<file path="src/rtl/multi_strand_led_driver_if.sv">
// Pixel fetch channel between the multi-strand LED driver and its frame source.
//   master : driver side   - issues next_led_request/request_valid, takes colours
//   slave  : source side   - answers a request with colours and color_valid
// Colour buses pack 8 bits per strand; strand k uses bits [8k+7:8k].
interface multi_strand_led_driver_if #(
    parameter int NUM_STRANDS = 4,
    parameter int NUM_LEDS    = 64
);
    localparam int IDX_W = (NUM_LEDS > 1) ? $clog2(NUM_LEDS) : 1;

    logic [8*NUM_STRANDS-1:0] green_in;
    logic [8*NUM_STRANDS-1:0] red_in;
    logic [8*NUM_STRANDS-1:0] blue_in;
    logic                     color_valid;
    logic [IDX_W-1:0]         next_led_request;
    logic                     request_valid;

    modport master (
        output next_led_request,
        output request_valid,
        input  green_in,
        input  red_in,
        input  blue_in,
        input  color_valid
    );

    modport slave (
        input  next_led_request,
        input  request_valid,
        output green_in,
        output red_in,
        output blue_in,
        output color_valid
    );
endinterface

</file>
<file path="src/rtl/multi_strand_led_driver.sv">
// Multi-strand WS2812-style LED driver. One bit-timing engine drives
// NUM_STRANDS serial strands in lock-step. Pixels (all strands' GRB together)
// are fetched one slot at a time over the src channel and double-buffered so
// consecutive pixels stream without gaps; frames loop with a latch gap.
//
// Ports:
//   clk_in, rst_in   clock, asynchronous active-high reset
//   force_reset      synchronous abort back to the latch gap
//   strand_en        per-strand enable, sampled when the latch gap ends
//   src              pixel fetch channel (master side)
//   strand_out       serial data lines, registered
//   frame_done       pulse after the last bit of the last pixel
//   underflow        pulse when a stalled fetch times out
//
// state    | meaning
// ---------+----------------------------------------------------------
// ST_LATCH | lines low for RESET_CYCLES clocks between frames
// ST_FETCH | waiting for pixel 0 of the frame
// ST_SEND  | shifting the current pixel out, prefetching the next one
// ST_STALL | next pixel not delivered in time; lines low, timeout runs
module multi_strand_led_driver #(
    parameter int NUM_STRANDS  = 4,
    parameter int NUM_LEDS     = 64,
    parameter int BIT_CYCLES   = 125,
    parameter int T0H_CYCLES   = 40,
    parameter int T1H_CYCLES   = 80,
    parameter int RESET_CYCLES = 30000
) (
    input  logic                   clk_in,
    input  logic                   rst_in,
    input  logic                   force_reset,
    input  logic [NUM_STRANDS-1:0] strand_en,
    multi_strand_led_driver_if.master src,
    output logic [NUM_STRANDS-1:0] strand_out,
    output logic                   frame_done,
    output logic                   underflow
);
    localparam int BITS_PER_PIX = 24;
    localparam int BIT_W        = 5;
    localparam int IDX_W        = (NUM_LEDS > 1) ? $clog2(NUM_LEDS) : 1;
    localparam int CNT_MAX      = (RESET_CYCLES > BIT_CYCLES) ? RESET_CYCLES : BIT_CYCLES;
    localparam int CNT_W        = $clog2(CNT_MAX + 1);

    typedef enum logic [1:0] {
        ST_LATCH = 2'd0,
        ST_FETCH = 2'd1,
        ST_SEND  = 2'd2,
        ST_STALL = 2'd3
    } state_t;

    state_t                  state_q, state_d;
    logic [CNT_W-1:0]        cnt_q, cnt_d;
    logic [BIT_W-1:0]        bit_q, bit_d;
    logic [IDX_W-1:0]        pix_q, pix_d;
    logic [BITS_PER_PIX-1:0] sh_q   [NUM_STRANDS];
    logic [BITS_PER_PIX-1:0] sh_d   [NUM_STRANDS];
    logic [BITS_PER_PIX-1:0] nbuf_q [NUM_STRANDS];
    logic [BITS_PER_PIX-1:0] nbuf_d [NUM_STRANDS];
    logic                    full_q, full_d;
    logic [NUM_STRANDS-1:0]  mask_q, mask_d;
    logic                    req_q, req_d;
    logic [IDX_W-1:0]        req_idx_q, req_idx_d;
    logic [NUM_STRANDS-1:0]  out_q, out_d;
    logic                    done_q, done_d;
    logic                    uf_q, uf_d;

    logic [BITS_PER_PIX-1:0] in_pix [NUM_STRANDS];
    logic                    hs;

    always_comb begin
        for (int k = 0; k < NUM_STRANDS; k++) begin
            in_pix[k] = {src.green_in[8*k +: 8], src.red_in[8*k +: 8], src.blue_in[8*k +: 8]};
        end
    end

    assign hs = req_q & src.color_valid;

    always_comb begin
        state_d   = state_q;
        cnt_d     = cnt_q;
        bit_d     = bit_q;
        pix_d     = pix_q;
        sh_d      = sh_q;
        nbuf_d    = nbuf_q;
        full_d    = full_q;
        mask_d    = mask_q;
        req_d     = req_q;
        req_idx_d = req_idx_q;
        done_d    = 1'b0;
        uf_d      = 1'b0;
        out_d     = '0;

        case (state_q)
            ST_LATCH: begin
                if (cnt_q == CNT_W'(RESET_CYCLES - 1)) begin
                    state_d   = ST_FETCH;
                    cnt_d     = '0;
                    mask_d    = strand_en;
                    pix_d     = '0;
                    req_d     = 1'b1;
                    req_idx_d = '0;
                end else begin
                    cnt_d = cnt_q + CNT_W'(1);
                end
            end

            ST_FETCH: begin
                if (hs) begin
                    state_d   = ST_SEND;
                    sh_d      = in_pix;
                    cnt_d     = '0;
                    bit_d     = '0;
                    req_d     = (int'(pix_q) + 1 < NUM_LEDS);
                    req_idx_d = pix_q + IDX_W'(1);
                end
            end

            ST_SEND: begin
                if (hs) begin
                    nbuf_d = in_pix;
                    full_d = 1'b1;
                    req_d  = 1'b0;
                end
                if (cnt_q == CNT_W'(BIT_CYCLES - 1)) begin
                    cnt_d = '0;
                    if (bit_q == BIT_W'(BITS_PER_PIX - 1)) begin
                        if (pix_q == IDX_W'(NUM_LEDS - 1)) begin
                            done_d  = 1'b1;
                            state_d = ST_LATCH;
                            full_d  = 1'b0;
                            req_d   = 1'b0;
                        end else if (full_q || hs) begin
                            // a handshake on the very last cycle still counts as buffered
                            sh_d      = full_q ? nbuf_q : in_pix;
                            full_d    = 1'b0;
                            bit_d     = '0;
                            pix_d     = pix_q + IDX_W'(1);
                            req_d     = (int'(pix_q) + 2 < NUM_LEDS);
                            req_idx_d = pix_q + IDX_W'(1) + IDX_W'(1);
                        end else begin
                            // request stays outstanding; pix now names the awaited pixel
                            state_d = ST_STALL;
                            pix_d   = pix_q + IDX_W'(1);
                        end
                    end else begin
                        bit_d = bit_q + BIT_W'(1);
                        for (int k = 0; k < NUM_STRANDS; k++) begin
                            sh_d[k] = {sh_q[k][BITS_PER_PIX-2:0], 1'b0};
                        end
                    end
                end else begin
                    cnt_d = cnt_q + CNT_W'(1);
                end
            end

            ST_STALL: begin
                if (hs) begin
                    state_d   = ST_SEND;
                    sh_d      = in_pix;
                    cnt_d     = '0;
                    bit_d     = '0;
                    req_d     = (int'(pix_q) + 1 < NUM_LEDS);
                    req_idx_d = pix_q + IDX_W'(1);
                end else if (cnt_q == CNT_W'(RESET_CYCLES - 1)) begin
                    uf_d    = 1'b1;
                    req_d   = 1'b0;
                    state_d = ST_LATCH;
                    cnt_d   = '0;
                end else begin
                    cnt_d = cnt_q + CNT_W'(1);
                end
            end

            default: begin
                state_d = ST_LATCH;
                cnt_d   = '0;
            end
        endcase

        if (force_reset) begin
            state_d = ST_LATCH;
            cnt_d   = '0;
            req_d   = 1'b0;
            full_d  = 1'b0;
            done_d  = 1'b0;
            uf_d    = 1'b0;
        end

        // lines are registered, so they are computed from the upcoming state
        for (int k = 0; k < NUM_STRANDS; k++) begin
            out_d[k] = (state_d == ST_SEND) && mask_d[k] &&
                       (cnt_d < (sh_d[k][BITS_PER_PIX-1] ? CNT_W'(T1H_CYCLES) : CNT_W'(T0H_CYCLES)));
        end
    end

    always_ff @(posedge clk_in or posedge rst_in) begin
        if (rst_in) begin
            state_q   <= ST_LATCH;
            cnt_q     <= '0;
            bit_q     <= '0;
            pix_q     <= '0;
            full_q    <= 1'b0;
            mask_q    <= '0;
            req_q     <= 1'b0;
            req_idx_q <= '0;
            out_q     <= '0;
            done_q    <= 1'b0;
            uf_q      <= 1'b0;
            for (int k = 0; k < NUM_STRANDS; k++) begin
                sh_q[k]   <= '0;
                nbuf_q[k] <= '0;
            end
        end else begin
            state_q   <= state_d;
            cnt_q     <= cnt_d;
            bit_q     <= bit_d;
            pix_q     <= pix_d;
            full_q    <= full_d;
            mask_q    <= mask_d;
            req_q     <= req_d;
            req_idx_q <= req_idx_d;
            out_q     <= out_d;
            done_q    <= done_d;
            uf_q      <= uf_d;
            for (int k = 0; k < NUM_STRANDS; k++) begin
                sh_q[k]   <= sh_d[k];
                nbuf_q[k] <= nbuf_d[k];
            end
        end
    end

    assign src.request_valid    = req_q;
    assign src.next_led_request = req_idx_q;
    assign strand_out           = out_q;
    assign frame_done           = done_q;
    assign underflow            = uf_q;
endmodule

</file>
<file path="src/flat_wrapper.sv">
// flat-port wrapper written by rule: the top's interface ports become plain ports
module multi_strand_led_driver_flat 
#(
    parameter int NUM_STRANDS  = 4,
    parameter int NUM_LEDS     = 64,
    parameter int BIT_CYCLES   = 125,
    parameter int T0H_CYCLES   = 40,
    parameter int T1H_CYCLES   = 80,
    parameter int RESET_CYCLES = 30000
)
  (clk_in, rst_in, force_reset, strand_en, strand_out, frame_done, underflow, src_next_led_request, src_request_valid, src_green_in, src_red_in, src_blue_in, src_color_valid);
  multi_strand_led_driver_if #(.NUM_STRANDS(NUM_STRANDS), .NUM_LEDS(NUM_LEDS)) src_i ();
  input  logic clk_in;
  input  logic rst_in;
  input  logic force_reset;
  input  logic [NUM_STRANDS-1:0] strand_en;
  output logic [NUM_STRANDS-1:0] strand_out;
  output logic frame_done;
  output logic underflow;
  output wire logic [$bits(src_i.next_led_request)-1:0] src_next_led_request;
  output wire logic [$bits(src_i.request_valid)-1:0] src_request_valid;
  input wire logic [$bits(src_i.green_in)-1:0] src_green_in;
  input wire logic [$bits(src_i.red_in)-1:0] src_red_in;
  input wire logic [$bits(src_i.blue_in)-1:0] src_blue_in;
  input wire logic [$bits(src_i.color_valid)-1:0] src_color_valid;
  assign src_next_led_request = src_i.next_led_request;
  assign src_request_valid = src_i.request_valid;
  assign src_i.green_in = src_green_in;
  assign src_i.red_in = src_red_in;
  assign src_i.blue_in = src_blue_in;
  assign src_i.color_valid = src_color_valid;
  multi_strand_led_driver #(.NUM_STRANDS(NUM_STRANDS), .NUM_LEDS(NUM_LEDS), .BIT_CYCLES(BIT_CYCLES), .T0H_CYCLES(T0H_CYCLES), .T1H_CYCLES(T1H_CYCLES), .RESET_CYCLES(RESET_CYCLES)) u_core (.clk_in(clk_in), .rst_in(rst_in), .force_reset(force_reset), .strand_en(strand_en), .src(src_i), .strand_out(strand_out), .frame_done(frame_done), .underflow(underflow));
endmodule
</file>
<file path="config.mk">
export PLATFORM = sky130hd
export DESIGN_NAME = multi_strand_led_driver_flat
export DESIGN_NICKNAME = d
export VERILOG_FILES = /design/src/rtl/multi_strand_led_driver_if.sv /design/src/rtl/multi_strand_led_driver.sv /design/src/flat_wrapper.sv
export SDC_FILE = /design/constraint.sdc
export NUM_CORES = 1
export LEC_CHECK = 0
export BUFFER_PORTS_ARGS = -buffer_cell sky130_fd_sc_hd__buf_2
export CAP_MARGIN = 10
export CORE_AREA = 4 4 166 168
export DETAILED_ROUTE_END_ITERATION = 12
export DIE_AREA = 0 0 170 172
export GPL_TIMING_DRIVEN = 0
export PLACE_DENSITY = 0.73
export SYNTH_ARGS = -nofsm -noshare
export SYNTH_HDL_FRONTEND = slang
export SYNTH_SLANG_ARGS = --single-unit
</file>
<file path="constraint.sdc">
create_clock -name clk_in -period 8.5 [get_ports clk_in]
set_input_delay 1.7 -clock clk_in [delete_from_list [all_inputs] [get_ports clk_in]]
set_output_delay 1.7 -clock clk_in [all_outputs]
set_load 0.02 [all_outputs]
</file>
# ---- Word-level counts from Yosys, hierarchy flattened
# Cells that the tools add are included.
dict set report word_totals {
  ff_bits 238
  latch_bits 0
  mem_bits_rw 0
  rom_bits 0
  in_bits 104
  word_cells 147
  n_memories 0
}
dict set report classes {
  n_addsub 6
  multipliers 0
  div 0
  magnitude_cmp 6
  n_eq_ne 19
  n_shift 0
  mux 73
  bitwise_logic 1
  n_reduce_logical 19
}
# op n
set op_table {}
lappend op_table {{$mux W96} 6}
lappend op_table {{$pmux W96 S2} 1}
lappend op_table {{$mux W15} 5}
lappend op_table {{$lt A32 B8 Y1 const B} 2}
lappend op_table {{$lt A15 B15 Y1} 4}
lappend op_table {{$pmux W15 S4} 1}
lappend op_table {{$mux W6} 9}
lappend op_table {{$mux W7} 4}
lappend op_table {{$mux W1} 26}
lappend op_table {{$mux W5} 5}
lappend op_table {{$mux W2} 9}
lappend op_table {{$pmux W6 S3} 1}
lappend op_table {{$add A15 B1 Y15 const B} 1}
lappend op_table {{$eq A15 B15 Y1 const B} 1}
lappend op_table {{$eq A15 B7 Y1 const B} 1}
lappend op_table {{$add A6 B1 Y6 const B} 2}
lappend op_table {{$pmux W6 S2} 1}
lappend op_table {{$ne A2 B1 Y1 const B} 5}
lappend op_table {{$pmux W5 S2} 1}
lappend op_table {{$reduce_and A5 Y1} 2}
lappend op_table {{$logic_and A1 B1 Y1} 8}
lappend op_table {{$mux W4} 2}
lappend op_table {{$pmux W2 S4} 1}
lappend op_table {{$add A6 B1 Y7 const B} 1}
lappend op_table {{other kinds (19)} 25}

# ---- Logic depth before layout (Yosys ltp)
# Gate-level depths: netlist of the first run.
dict set report logic_depth {
  ltp_word 11
  depth_mapped 15
  mapped_depth_nobuf 14
}

# ---- Least setup slack after synthesis of the first run
# Ideal clock, no wire load.
dict set report synth_timing {
  path_type {in2reg}
  startpoint {input port src_color_valid}
  endpoint {register u_core.out_q[0] (netlist: u_core.strand_out[0])}
  t_arrival_ns 4.090
  required_ns 8.419
  setup_slack_ns 4.329
  cell_stages 13
  cell_sequence {and2_1 -> clkbuf_1 -> nor2_1 -> nand3_1 -> a21oi_1 -> clkbuf_1 -> nand3_1 -> o21ai_0 -> ha_1 -> a21o_1 -> a21oi_1 -> nand2_1 -> nor3_2}
}
# element line_no
set synth_rtl {}
lappend synth_rtl {{start: declaration} flat_wrapper.sv:25} ;# input wire logic [$bits(src_i.color_valid)-1:0] src_color_valid;
lappend synth_rtl {{$and A1 B1 Y1 (*)} multi_strand_led_driver.sv:76} ;# assign hs = req_q & src.color_valid;
lappend synth_rtl {{$mux W15 (on tied branches)} {multi_strand_led_driver.sv:157, multi_strand_led_driver.sv:108}}
lappend synth_rtl {{$pmux W15 S4 (*)} multi_strand_led_driver.sv:93} ;# case (state_q)
lappend synth_rtl {{$mux W15 (*)} multi_strand_led_driver.sv:180} ;# if (force_reset) begin
lappend synth_rtl {{via u_core.cnt_d[5]} multi_strand_led_driver.sv:52} ;# logic [CNT_W-1:0] cnt_q, cnt_d;
lappend synth_rtl {{$lt A15 B15 Y1 (*)} multi_strand_led_driver.sv:192} ;# (cnt_d < (sh_d[k][BITS_PER_PIX-1] ? CNT_W'(T1H_CYCLES) : CNT_W'(T0H_CYCLES)));
lappend synth_rtl {{$logic_and A1 B1 Y1 (*)} multi_strand_led_driver.sv:191} ;# out_d[k] = (state_d == ST_SEND) && mask_d[k] &&
lappend synth_rtl {{via u_core.out_d[0]} multi_strand_led_driver.sv:63} ;# logic [NUM_STRANDS-1:0] out_q, out_d;
lappend synth_rtl {{end signal: assignment} multi_strand_led_driver.sv:222} ;# out_q <= out_d;
lappend synth_rtl {{end: declaration} multi_strand_led_driver.sv:63}
# Mark *: on every way through the listed nets, which the timed path passes. The rest lies on a longest branch. The select of a mux whose other input is x is not followed.
# A chain may end at the register's enable or synchronous reset.

# ---- Worst setup path in the final report of the first run
dict set report layout_timing {
  startpoint {input port src_color_valid}
  endpoint {register u_core.out_q[3] (netlist: u_core.strand_out[3])}
}
# Same word-level chain as after synthesis.

==> flow_summary.yaml, run 1 <==
run_status:
  status: "finished clean"
cts:
  clk_pin_slew_ns: 0.06
  cts_root_buffer: "clkbuf_16"
  insertion_delay_ns: 0.55
  cts_tree: "built"
  post_cts_buffers: 0
  cts_sinks: 238
  htreeDepth: 1
  cts_resized: 0
  clockBufferDepth: 3
  numCtsBuffers: 27
  cts_hold_buf: 0
detailed_routing:
  avgViaCountPerCell: 5.84
  vias: 11800
  first_pass_iters: 6
  drt_iter0_markers: 984
  drt_wl_total_um: 35800
  wl_per_cell_um: 17.7
  antenna_left: 0
  drc: 0
setup_path:
  crit_path_end_kind: "flip-flop"
  r2r_setup_slack_ns: 4.63
  timing.rr.start: "u_core.pix_q[1]$_DFFE_PP0P_"
  required_ns: 8.95
  startpoint_type: "input pin"
  cp_max_fo: 10
  cp_slowest_cell: "o21ai_0"
  max_stage_delay_ns: 0.53
  arrival_ns: 5.03
  ff2ff_path_depth: 13
  worstReg2RegEnd: "u_core.strand_out[3]$_DFF_PP0_"
  path_cells: "buf_2 -> and2_1 -> clkbuf_1 -> nor2_1 -> nand3_1 -> a21oi_1 -> clkbuf_1 -> nand3_1 -> o21ai_0 -> ha_1 -> a21o_1 -> a21oi_1 -> nand2_1 -> nor3_2"
  crit_type: "in2reg"
global_routing:
  antenna_found_initial: 6
  track_usage: 0.241
  grt_max_degree: 121
  grt_overflow: 0
  grt_pass1_wl_um: 58200
  grt_pass1_vias: 11400
timing:
  relSlewSlack: 0.302
  setup_violations: 0
  final.min_clock_period_ns: 4.58
  max_clock_freq_mhz: 218
  hold_violations: 0
  drv_slew: 0
  finClkSkew_ns: 0.0226
  finalCritPeriodShare: 0.539
  tns_ns: 0
  rsz0062_at_grt: "false"
  worst_slew_pin_slew_ns: 1.04
synthesis:
  syn_nets: 1639
  synth_ff_type: "dfrtp_1"
  synth_top_family_by_area: "simple AND/OR/NAND/NOR gates"
  synth_area_um2: 12800
  postSynthAreaPerCell_um2: 8.44
  yosysSeqAreaShare: 0.465
  netlist.area_leader.share: 0.465
  synthMuxAreaShare: 0.0773
  synth_xor_area_frac: 0.00615
  ys_top_cells_by_area: "dfrtp_1 46%, nand2_1 14%, mux2i_1 7.1%, a21oi_1 4.8%, o211ai_1 4.4%"
  yosys_warnings: 0
  yosys.area_share.adder: 0.0166
  postSynthCellCount: 1518
  synth.distinct_cells: 61
  synthArstFlopShare: 1.00
  synth_seq_cells: 238
  synth_top_area_cell: "dfrtp_1"
  synth_edf_count: 0
  synthSimpleGateAreaFrac: 0.242
  synth_compound_area_frac: 0.153
hold_path:
  hold_start: "u_core.nbuf_q[62]$_DFFE_PP0P_"
  hold_class: "reg2reg"
  holdPathStages: 2
  holdPathEnd: "u_core.nbuf_q[62]$_DFFE_PP0P_"
power:
  vdd_ir_drop_max_v: 0.000148
  pwr_density_cell_nw_per_um2: 161
  power.leakage_nw: 6.43
final_layout:
  area_growth_pct: 14.8
  drive_gt1_frac: 0.109
  nFillCells: 2333
  seq_area_um2: 5960
  layout.cells.non_filler: 2020
  final_util: 0.568
  multiInputGateArea_um2: 6340
  fin_nets: 1785
floorplanning:
  die_w_um: 170
  rows: 59
  die_y_um: 172
  die_area_um2: 29200
  start_util: 0.494
  io_pins: 117
  core_area_um2: 25900
place:
  dp_hpwl_um: 24400
  io_buffers: 116
  place_congestion: 0.916
  placed_cells: 1970
run:
  max-cap-violations: 0
==> registers in the layout, summed over array words and instances, names as in the netlist <==
| register | cells |
|---|---|
| u_core.pix_q | 6 |
| u_core.mask_q | 4 |
| u_core.cnt_q | 15 |
| u_core.frame_done | 1 |
| u_core.sh_q | 96 |
| u_core.underflow | 1 |
| u_core.strand_out | 4 |
| u_core.state_q | 2 |
| u_core.full_q | 1 |
| u_core.nbuf_q | 96 |
| u_core.src.request_valid | 1 |
| u_core.src.next_led_request | 6 |
| u_core.bit_q | 5 |
==> per-stage QoR <==
stage	worst slack [ns]	total power [W]	hold WS (ns)	cell area, µm²
3_3_place_gp	-2.62	0.00124	0.452	13800
3_5_place_dp	3.45	0.00125	0.462	13800
5_1_grt	3.61	0.00244	0.494	14700
2_1_floorplan	0.269	0.00119	0.439	12800
6_report	3.92	0.00237	0.473	14700
4_1_cts	3.98	0.00238	0.477	14700
==> kinds of logic (layout without fill, tap and decap cells) <==
kind of cell / after synthesis / in the layout
AOI/OAI and AO/OA: 307 / 307
xor gates and xnor gates: 9 / 9
adders and majority gates: 17 / 17
buffers and inverters: 134 / 298
DFF: 238 / 238
muxes: 98 / 98
other: 0 / 3
and+or+nand+nor: 715 / 715
==> cell usage after synthesis (6+ instances only) <==
library cell / number
o31ai_1: 6
dfrtp_1: 238
a31oi_1: 6
nand4_1: 7
o21ai_1: 7
o211ai_1: 75
and4_1: 6
nand3_1: 25
nor3_1: 98
nand2_1: 489
mux2i_1: 91
nand2b_1: 6
nor2_1: 49
a221o_1: 16
a21o_1: 8
clkbuf_1: 104
a21oi_1: 123
buf_1: 11
ha_1: 17
inv_1: 16
a22oi_1: 7
o21ai_0: 31
==> layout by cell type, fill, tap and decap left out, types with 7 or more instances in the layout <==
master,n
mux2i_1,91
o21ai_1,7
a22oi_1,7
nand4_1,7
inv_1,15
clkbuf_1,109
o211ai_1,75
nor3_1,98
nand3_1,25
nand2_1,489
buf_1,11
o21ai_0,31
clkbuf_16,27
nor2_1,49
a221o_1,16
buf_2,118
a21oi_1,123
ha_1,17
a21o_1,8
dfrtp_1,238
==> final cells by class <==
cell class,instances,area share
Timing Repair Buffer,117,0.0413
Inverter,16,0.00459
Clock inverter,9,0.00561
Multi-Input combinational cell,1146,0.431
Sequential cell,238,0.405
Clock buffer,38,0.0528
Buffer,118,0.0308
Antenna cell,3,0.000510
Tap cell,335,0.0285
==> routing by layer <==
layer  vias to the layer above  wire length (µm)  GRT usage
met5                         -                48          0
met4                         6               876     0.0858
met3                        77              2530     0.0400
met2                       431             17100      0.390
met1                      5707             15300      0.330
li1                       5572                 -          -
==> how the worst max path moves through the flow <==
| stage | from | endpoint | slack (ns) | cells past startpoint |
|---|---|---|---|---|
| 2_1_floorplan | rst_in | u_core.bit_q[0]$_DFFE_PP0P_ | 0.27 | 1 |
| 3_3_place_gp | rst_in | u_core.nbuf_q[31]$_DFFE_PP0P_ | -2.62 | 2 |
| 3_5_place_dp | src_color_valid | u_core.strand_out[3]$_DFF_PP0_ | 3.45 | 14 |
| 4_1_cts | src_color_valid | u_core.strand_out[3]$_DFF_PP0_ | 3.98 | 14 |
| 5_1_grt | src_color_valid | u_core.strand_out[3]$_DFF_PP0_ | 3.61 | 14 |
| 6_report | src_color_valid | u_core.strand_out[3]$_DFF_PP0_ | 3.92 | 14 |
==> worst max-delay path: cells and delay by family <==
family	cells	cell delay, ns
AOI/OAI and AO/OA	4	1.16
and+or+nand+nor	6	1.02
adders and majority gates	1	0.35
buffers and inverters	3	0.79
==> power by group <==
group / internal (W) / leakage, nW / total [W] / switching, W
sequential: 0.00114 / 3.26 / 0.00114 / 0.00000137
combinational: 0.0000309 / 2.74 / 0.0000892 / 0.0000583
clock: 0.000665 / 0.426 / 0.00115 / 0.000481
(Power assumes the default switching activity.)
==> run 2, diff against run 1 <==
--- a/config.mk
+++ b/config.mk
@@ -5,11 +5,12 @@
 export SDC_FILE = /design/constraint.sdc
 export NUM_CORES = 1
 export LEC_CHECK = 0
+export ABC_AREA = 1
 export BUFFER_PORTS_ARGS = -buffer_cell sky130_fd_sc_hd__buf_2
 export CAP_MARGIN = 10
-export CORE_AREA = 4 4 166 168
+export CORE_AREA = 4 4 168 170
 export DETAILED_ROUTE_END_ITERATION = 12
-export DIE_AREA = 0 0 170 172
+export DIE_AREA = 0 0 172 174
 export GPL_TIMING_DRIVEN = 0
 export PLACE_DENSITY = 0.73
 export SYNTH_ARGS = -nofsm -noshare
==> constraint.sdc (replaced) <==
create_clock -name clk_in -period 3.65 [get_ports clk_in]
set_input_delay 0.73 -clock clk_in [delete_from_list [all_inputs] [get_ports clk_in]]
set_output_delay 0.73 -clock clk_in [all_outputs]
set_load 0.02 [all_outputs]
==> run 2 against run 1 <==
  * Sequential share of layout area is 1.5 points lower
  * Combinational power rose to 20 times the previous value
  * Routed wire length grew 2.5%
  * Critical path depth grew 1
  * Cell area rose by 3.8%
  * Total power rose to 3.7 times the previous value
  * Clock power rose to 2.5 times the previous value
  * Flip-flop and latch count stayed put
==> flow_summary.yaml, run 2 <==
cts:
  clockBufferDepth: 3
  cts_tree: "built"
  htreeDepth: 1
  insertion_delay_ns: 0.56
  cts_root_buffer: "clkbuf_16"
  post_cts_buffers: 0
  cts_resized: 0
  cts_sinks: 238
  cts_hold_buf: 0
  numCtsBuffers: 28
  clk_pin_slew_ns: 0.06
timing:
  hold_violations: 0
  setup_violations: 0
  max_clock_freq_mhz: 325
  drv_slew: 0
  finalCritPeriodShare: 0.842
  worst_slew_pin_slew_ns: 0.781
  rsz0062_at_grt: "false"
  relSlewSlack: 0.479
  final.min_clock_period_ns: 3.07
  finClkSkew_ns: 0.0221
  hold_slack_ns: 0.225
power:
  pwr_density_cell_nw_per_um2: 575
  intPower_w: 0.00605
  seqPwrFrac: 0.467
  p_sw_frac: 0.311
  power_w: 0.00878
  vdd_ir_drop_max_v: 0.000440
  pwr-share-comb: 0.203
  power.leakage_nw: 7.76
  switchingPower_w: 0.00273
  p_clk_frac: 0.329
synthesis:
  synth.distinct_cells: 39
  synth_top_area_cell: "dfrtp_1"
  synthSimpleGateAreaFrac: 0.311
  postSynthAreaPerCell_um2: 7.15
  ys_top_cells_by_area: "dfrtp_1 45%, nand2_1 25%, o211ai_1 5.0%, o21ai_0 4.8%, a21oi_1 4.1%"
  postSynthCellCount: 1843
  synth_common_cells: "889 x nand2_1, 238 x dfrtp_1, 126 x o21ai_0"
  syn_nets: 1964
  yosysSeqAreaShare: 0.452
  yosys.area_share.adder: 0.0161
  synth_compound_area_frac: 0.155
  synth_seq_cells: 238
  netlist.area_leader.share: 0.452
  synth_edf_count: 0
  synth_ff_type: "dfrtp_1"
  synth_top_family_by_area: "simple AND/OR/NAND/NOR gates"
  synthMuxAreaShare: 0
  synthArstFlopShare: 1.00
  synth_area_um2: 13200
  post-synth-top-count-cell: "nand2_1"
  yosys_warnings: 0
  synth_xor_area_frac: 0.00598
global_routing:
  grt_pass1_wl_um: 61000
  grt_max_degree: 43
  track_usage: 0.245
  grt_overflow: 0
  grt_pass1_vias: 12200
  antenna_found_initial: 8
hold_path:
  hold_class: "in2async"
detailed_routing:
  drt_wl_total_um: 36700
  drc: 0
  drt_iter0_markers: 958
  first_pass_iters: 6
  vias: 12600
  antenna_left: 0
  wl_per_cell_um: 15.6
  avgViaCountPerCell: 5.36
floorplanning:
  die_y_um: 174
  core_area_um2: 26700
  die_area_um2: 29900
  io_pins: 117
  rows: 60
  die_w_um: 172
  start_util: 0.493
final_layout:
  area_growth_pct: 15.8
  nFillCells: 2544
  reg_top3: "u_core.nbuf_q (96), u_core.sh_q (96), u_core.cnt_q (15)"
  drive_gt1_frac: 0.114
  final_cell_mix: "889 x nand2_1, 238 x dfrtp_1, 131 x buf_2, 126 x o21ai_0, 109 x a21oi_1"
  mostFrequentLayoutCell: "nand2_1"
  fin_nets: 2115
setup_path:
  required_ns: 4.13
  arrival_ns: 3.55
  crit_type: "reg2reg"
  cp_max_fo: 10
  startpoint_type: "flip-flop"
  crit_path_end_kind: "flip-flop"
place:
  dp_hpwl_um: 26000
  place_congestion: 0.926
  io_buffers: 115
run_status:
  status: "finished clean"
run:
  max-cap-violations: 0
-- run 2: cell families after synthesis --
family / after synthesis
XOR/XNOR: 9
AND/OR/NAND/NOR: 1039
buffers and inverters: 193
AO/OA/AOI/OAI: 347
flip-flops: 238
adder cells (fa/ha/maj): 17
-- run 2: layout make-up --
| type | instances | area (µm²) | share of cell area |
|---|---|---|---|
| flip-flops and latches | 238 | 5960 | 0.390 |
| inverters | 83 | 315 | 0.0206 |
| multi-input cells | 1412 | 6430 | 0.421 |
| diodes | 4 | 10.0 | 0.000655 |
| well taps | 341 | 427 | 0.0279 |
| repair buffers | 121 | 696 | 0.0456 |
| clock buffers | 40 | 816 | 0.0534 |
| plain buffers | 110 | 489 | 0.0320 |
| clock inverters | 9 | 135 | 0.00885 |
-- run 2: power by group through the flow --
| stage | Combinational (W) | Sequential, W | Clock [W] |
|---|---|---|---|
| 2_1_floorplan | 0.00132 | 0.00400 | 0 |
| 3_3_place_gp | 0.00170 | 0.00409 | 0 |
| 3_5_place_dp | 0.00180 | 0.00412 | 0 |
| 4_1_cts | 0.00181 | 0.00409 | 0.00294 |
| 5_1_grt | 0.00209 | 0.00421 | 0.00304 |
| 6_report | 0.00178 | 0.00410 | 0.00289 |
-- run 2: critical path, cell delays in order (launching register included) --
cell,delay (ns)
dfrtp_1,0.32
buf_2,0.21
inv_2,0.14
nand2_2,0.22
inv_1,0.21
nand2_1,0.32
nand2_1,0.09
inv_1,0.08
nand2_1,0.06
o22ai_1,0.46
ha_1,0.35
a21oi_1,0.17
nand2_1,0.07
nor2_1,0.10
nand3_1,0.09
nor2_1,0.11
-- run 2: routing by layer --
metal	vias to the layer above	part of all wire	track usage
met2	379	0.47	0.405
met4	10	0.025	0.0655
met5	-	0.0014	0
met1	5899	0.43	0.335
li1	6269	-	-
met3	81	0.066	0.0382
-- run 2: stage by stage --
step	utilization	std cells	cell area, µm²	setup WS [ns]	TNS, ns
after floorplan	-	1843	13200	-0.200	-47.56
after global placement	0.531	2299	14200	-1.77	-413.62
after detailed placement	0.535	2305	14300	0.251	0
after CTS	0.571	2354	15300	0.612	0
after global routing	0.571	2357	15300	0.272	0
final	0.571	2358	15300	0.576	0
-- run 2: final timing paths --
| path | from | end | slack (ns) | cells after the start |
|---|---|---|---|---|
| setup / recovery | u_core.state_q[0]$_DFF_PP0_ | u_core.strand_out[3]$_DFF_PP0_ | 0.58 | 15 |
| max in group asynchronous | rst_in | u_core.cnt_q[10]$_DFF_PP0_ | 2.54 | 4 |
| hold / removal | rst_in | u_core.nbuf_q[53]$_DFFE_PP0P_ | 0.23 | 2 |
| setup reg to reg | u_core.state_q[0]$_DFF_PP0_ | u_core.strand_out[3]$_DFF_PP0_ | 0.58 | 15 |
| min in group clk_in | src_green_in[11] | u_core.nbuf_q[67]$_DFFE_PP0P_ | 0.40 | 3 |
| hold reg to reg | u_core.nbuf_q[36]$_DFFE_PP0P_ | u_core.nbuf_q[36]$_DFFE_PP0P_ | 0.47 | 2 |
==> run 3, diff against run 2 <==
--- a/config.mk
+++ b/config.mk
@@ -5,14 +5,14 @@
 export SDC_FILE = /design/constraint.sdc
 export NUM_CORES = 1
 export LEC_CHECK = 0
-export ABC_AREA = 1
+export ABC_AREA = 0
 export BUFFER_PORTS_ARGS = -buffer_cell sky130_fd_sc_hd__buf_2
 export CAP_MARGIN = 10
-export CORE_AREA = 4 4 168 170
+export CORE_AREA = 4 4 166 168
 export DETAILED_ROUTE_END_ITERATION = 12
-export DIE_AREA = 0 0 172 174
+export DIE_AREA = 0 0 170 172
 export GPL_TIMING_DRIVEN = 0
-export PLACE_DENSITY = 0.73
+export PLACE_DENSITY = 0.7
 export SYNTH_ARGS = -nofsm -noshare
 export SYNTH_HDL_FRONTEND = slang
 export SYNTH_SLANG_ARGS = --single-unit
==> constraint.sdc (replaced) <==
create_clock -name clk_in -period 3.2 [get_ports clk_in]
set_input_delay 0.64 -clock clk_in [delete_from_list [all_inputs] [get_ports clk_in]]
set_output_delay 0.64 -clock clk_in [all_outputs]
set_load 0.02 [all_outputs]
==> run 3 against run 2 <==
  * Via count fell by 6.3%
  * Critical path type unchanged
  * Register-to-register slack got worse by 0.40 ns
  * Total power fell by 25%
  * Clock power rose by 15%
  * Combinational power fell by 85%
  * Routed wire length fell by 0.70%
  * Global-route usage fell by 0.081 points
  * Largest power group is now the clock network
  * Maximum frequency rose by 1.6%
  * Clock-buffer cell count fell by 6
  * Largest cell class unchanged
  * Cell area fell by 1.0%
  * Final cell count fell by 14%
==> flow_summary.yaml, run 3 (synthesis results as in run 1) <==
run_status:
  status: "finished clean"
floorplanning:
  die_y_um: 172
  core_area_um2: 25900
  die_w_um: 170
  rows: 59
  io_pins: 117
  die_area_um2: 29200
  start_util: 0.494
setup_path:
  cp_max_fo: 11
  path_cells: "inv_1 -> nor2_1 -> clkbuf_1 -> clkbuf_1 -> nand2_1 -> o211ai_1"
  startpoint_type: "flip-flop"
  crit_path_end_kind: "flip-flop"
  path_common_cell: "clkbuf_1"
  required_ns: 3.64
  arrival_ns: 3.47
  cp_slowest_cell: "nor2_1"
  ff2ff_path_depth: 6
  crit_type: "reg2reg"
  max_stage_delay_ns: 0.91
  timing.rr.start: "u_core.state_q[0]$_DFF_PP0_"
  crit_path_start: "u_core.state_q[0]$_DFF_PP0_"
place:
  place_area_um2: 14000
  io_buffers: 116
  dp_hpwl_um: 25500
  place_congestion: 0.895
timing:
  setup_violations: 0
  relSlewSlack: 0.244
  max_clock_freq_mhz: 331
  finClkSkew_ns: 0.00881
  hold_violations: 0
  tns_ns: 0
  finalCritPeriodShare: 0.945
  hold_slack_ns: 0.0801
  final.min_clock_period_ns: 3.02
  worst_slew_pin_slew_ns: 1.13
  drv_slew: 0
final_layout:
  nFillCells: 2268
  drive_gt1_frac: 0.140
  mostFrequentLayoutCell: "nand2_1"
  finalInstanceArea_um2: 15100
  fin_nets: 1792
  final_cell_mix: "488 x nand2_1, 236 x dfrtp_1, 122 x a21oi_1, 118 x buf_2, 94 x nor3_1"
  area_growth_pct: 18.0
  reg_top3: "u_core.nbuf_q (96), u_core.sh_q (96), u_core.cnt_q (15)"
power:
  vdd_ir_drop_max_v: 0.000396
  power.leakage_nw: 6.61
  power_w: 0.00659
  pwr_density_cell_nw_per_um2: 436
detailed_routing:
  first_pass_iters: 7
  vias: 11800
  drt_wl_total_um: 36500
  drc: 0
  avgViaCountPerCell: 5.85
  antenna_left: 0
  wl_per_cell_um: 18.0
  drt_iter0_markers: 1187
global_routing:
  antenna_found_initial: 2
  grt_max_degree: 38
  grt_pass1_wl_um: 59000
  grt_overflow: 0
  track_usage: 0.244
  grt_pass1_vias: 11400
cts:
  cts_tree: "built"
  numCtsBuffers: 27
  cts_sinks: 238
  insertion_delay_ns: 0.53
  htreeDepth: 1
  cts_root_buffer: "clkbuf_16"
  clk_pin_slew_ns: 0.06
  cts_hold_buf: 0
  clockBufferDepth: 3
hold_path:
  hold_class: "in2async"
run:
  max-cap-violations: 0
==> run 3: cell count changes in the layout (fill, tap and decap cells not counted), sizes merged, moves of 16 or more <==
cell   delta
o21ai    -92
mux2i    +91
nor2     -20
nor3     +94
nand3    -23
inv      -65
a221o    +16
nand2   -407
==> run 3: path summary, 6_finish.rpt <==
path / end / slack, ns
max in group asynchronous: u_core.nbuf_q[3]$_DFFE_PP0P_ / 1.96
setup reg to reg: u_core.sh_q[82]$_DFFE_PP0P_ / 0.18
hold reg to reg: u_core.sh_q[48]$_DFFE_PP0P_ / 0.47
min in group clk_in: u_core.nbuf_q[39]$_DFFE_PP0P_ / 0.33
hold / removal: u_core.nbuf_q[91]$_DFFE_PP0P_ / 0.08
setup / recovery: u_core.sh_q[82]$_DFFE_PP0P_ / 0.18
==> run 3: layout make-up <==
cell class | count | area [µm²] | share of cell area
repair buffers | 135 | 831 | 0.0550
multi-input cells | 1146 | 6460 | 0.428
flip-flops and latches | 238 | 5960 | 0.394
diodes | 1 | 2.50 | 0.000166
well taps | 335 | 419 | 0.0277
clock buffers | 34 | 752 | 0.0497
plain buffers | 107 | 430 | 0.0285
inverters | 16 | 63.8 | 0.00422
clock inverters | 13 | 196 | 0.0130
==> run 3: through the flow <==
step                      setup WS (ns)  instances   util
final                             0.176       2025  0.583
after global routing            -0.0283       2024  0.583
after CTS                       -0.0397       2027  0.579
after detailed placement         -0.757       1977  0.540
after global placement            -2.16       1969  0.533
after floorplan                  -0.560       1518      -
==> run 3: metal layers <==
metal	GRT usage	vias up	share of wire
met5	0	-	0.00052
met4	0.0611	4	0.021
met3	0.0380	61	0.068
met2	0.409	434	0.47
met1	0.336	5754	0.44
li1	-	5591	-
==> run 3: power breakdown <==
| group | leakage (nW) | switching [W] | internal, W |
|---|---|---|---|
| Clock | 0.470 | 0.00125 | 0.00205 |
| Sequential | 3.26 | 0.00000502 | 0.00302 |
| Combinational | 2.88 | 0.000162 | 0.000104 |
| Total | 6.61 | 0.00142 | 0.00517 |
==> run 3: repair_timing <==
item | 4_1_cts | 5_1_grt
gates resized for setup | 17 | 34
setup buffers | 4 | 7
endpoints found under the setup margin | 57 | 69
pin swaps | 3 | 5
hold endpoints to repair | 0 | 0
==> run 3: worst max-delay path, delay by kind of cell, from the launching register on <==
family	cells	cell delay, ns
and+or+nand+nor	2	1.04
DFF	1	0.53
buffers and inverters	3	1.25
AOI/OAI and AO/OA	1	0.11
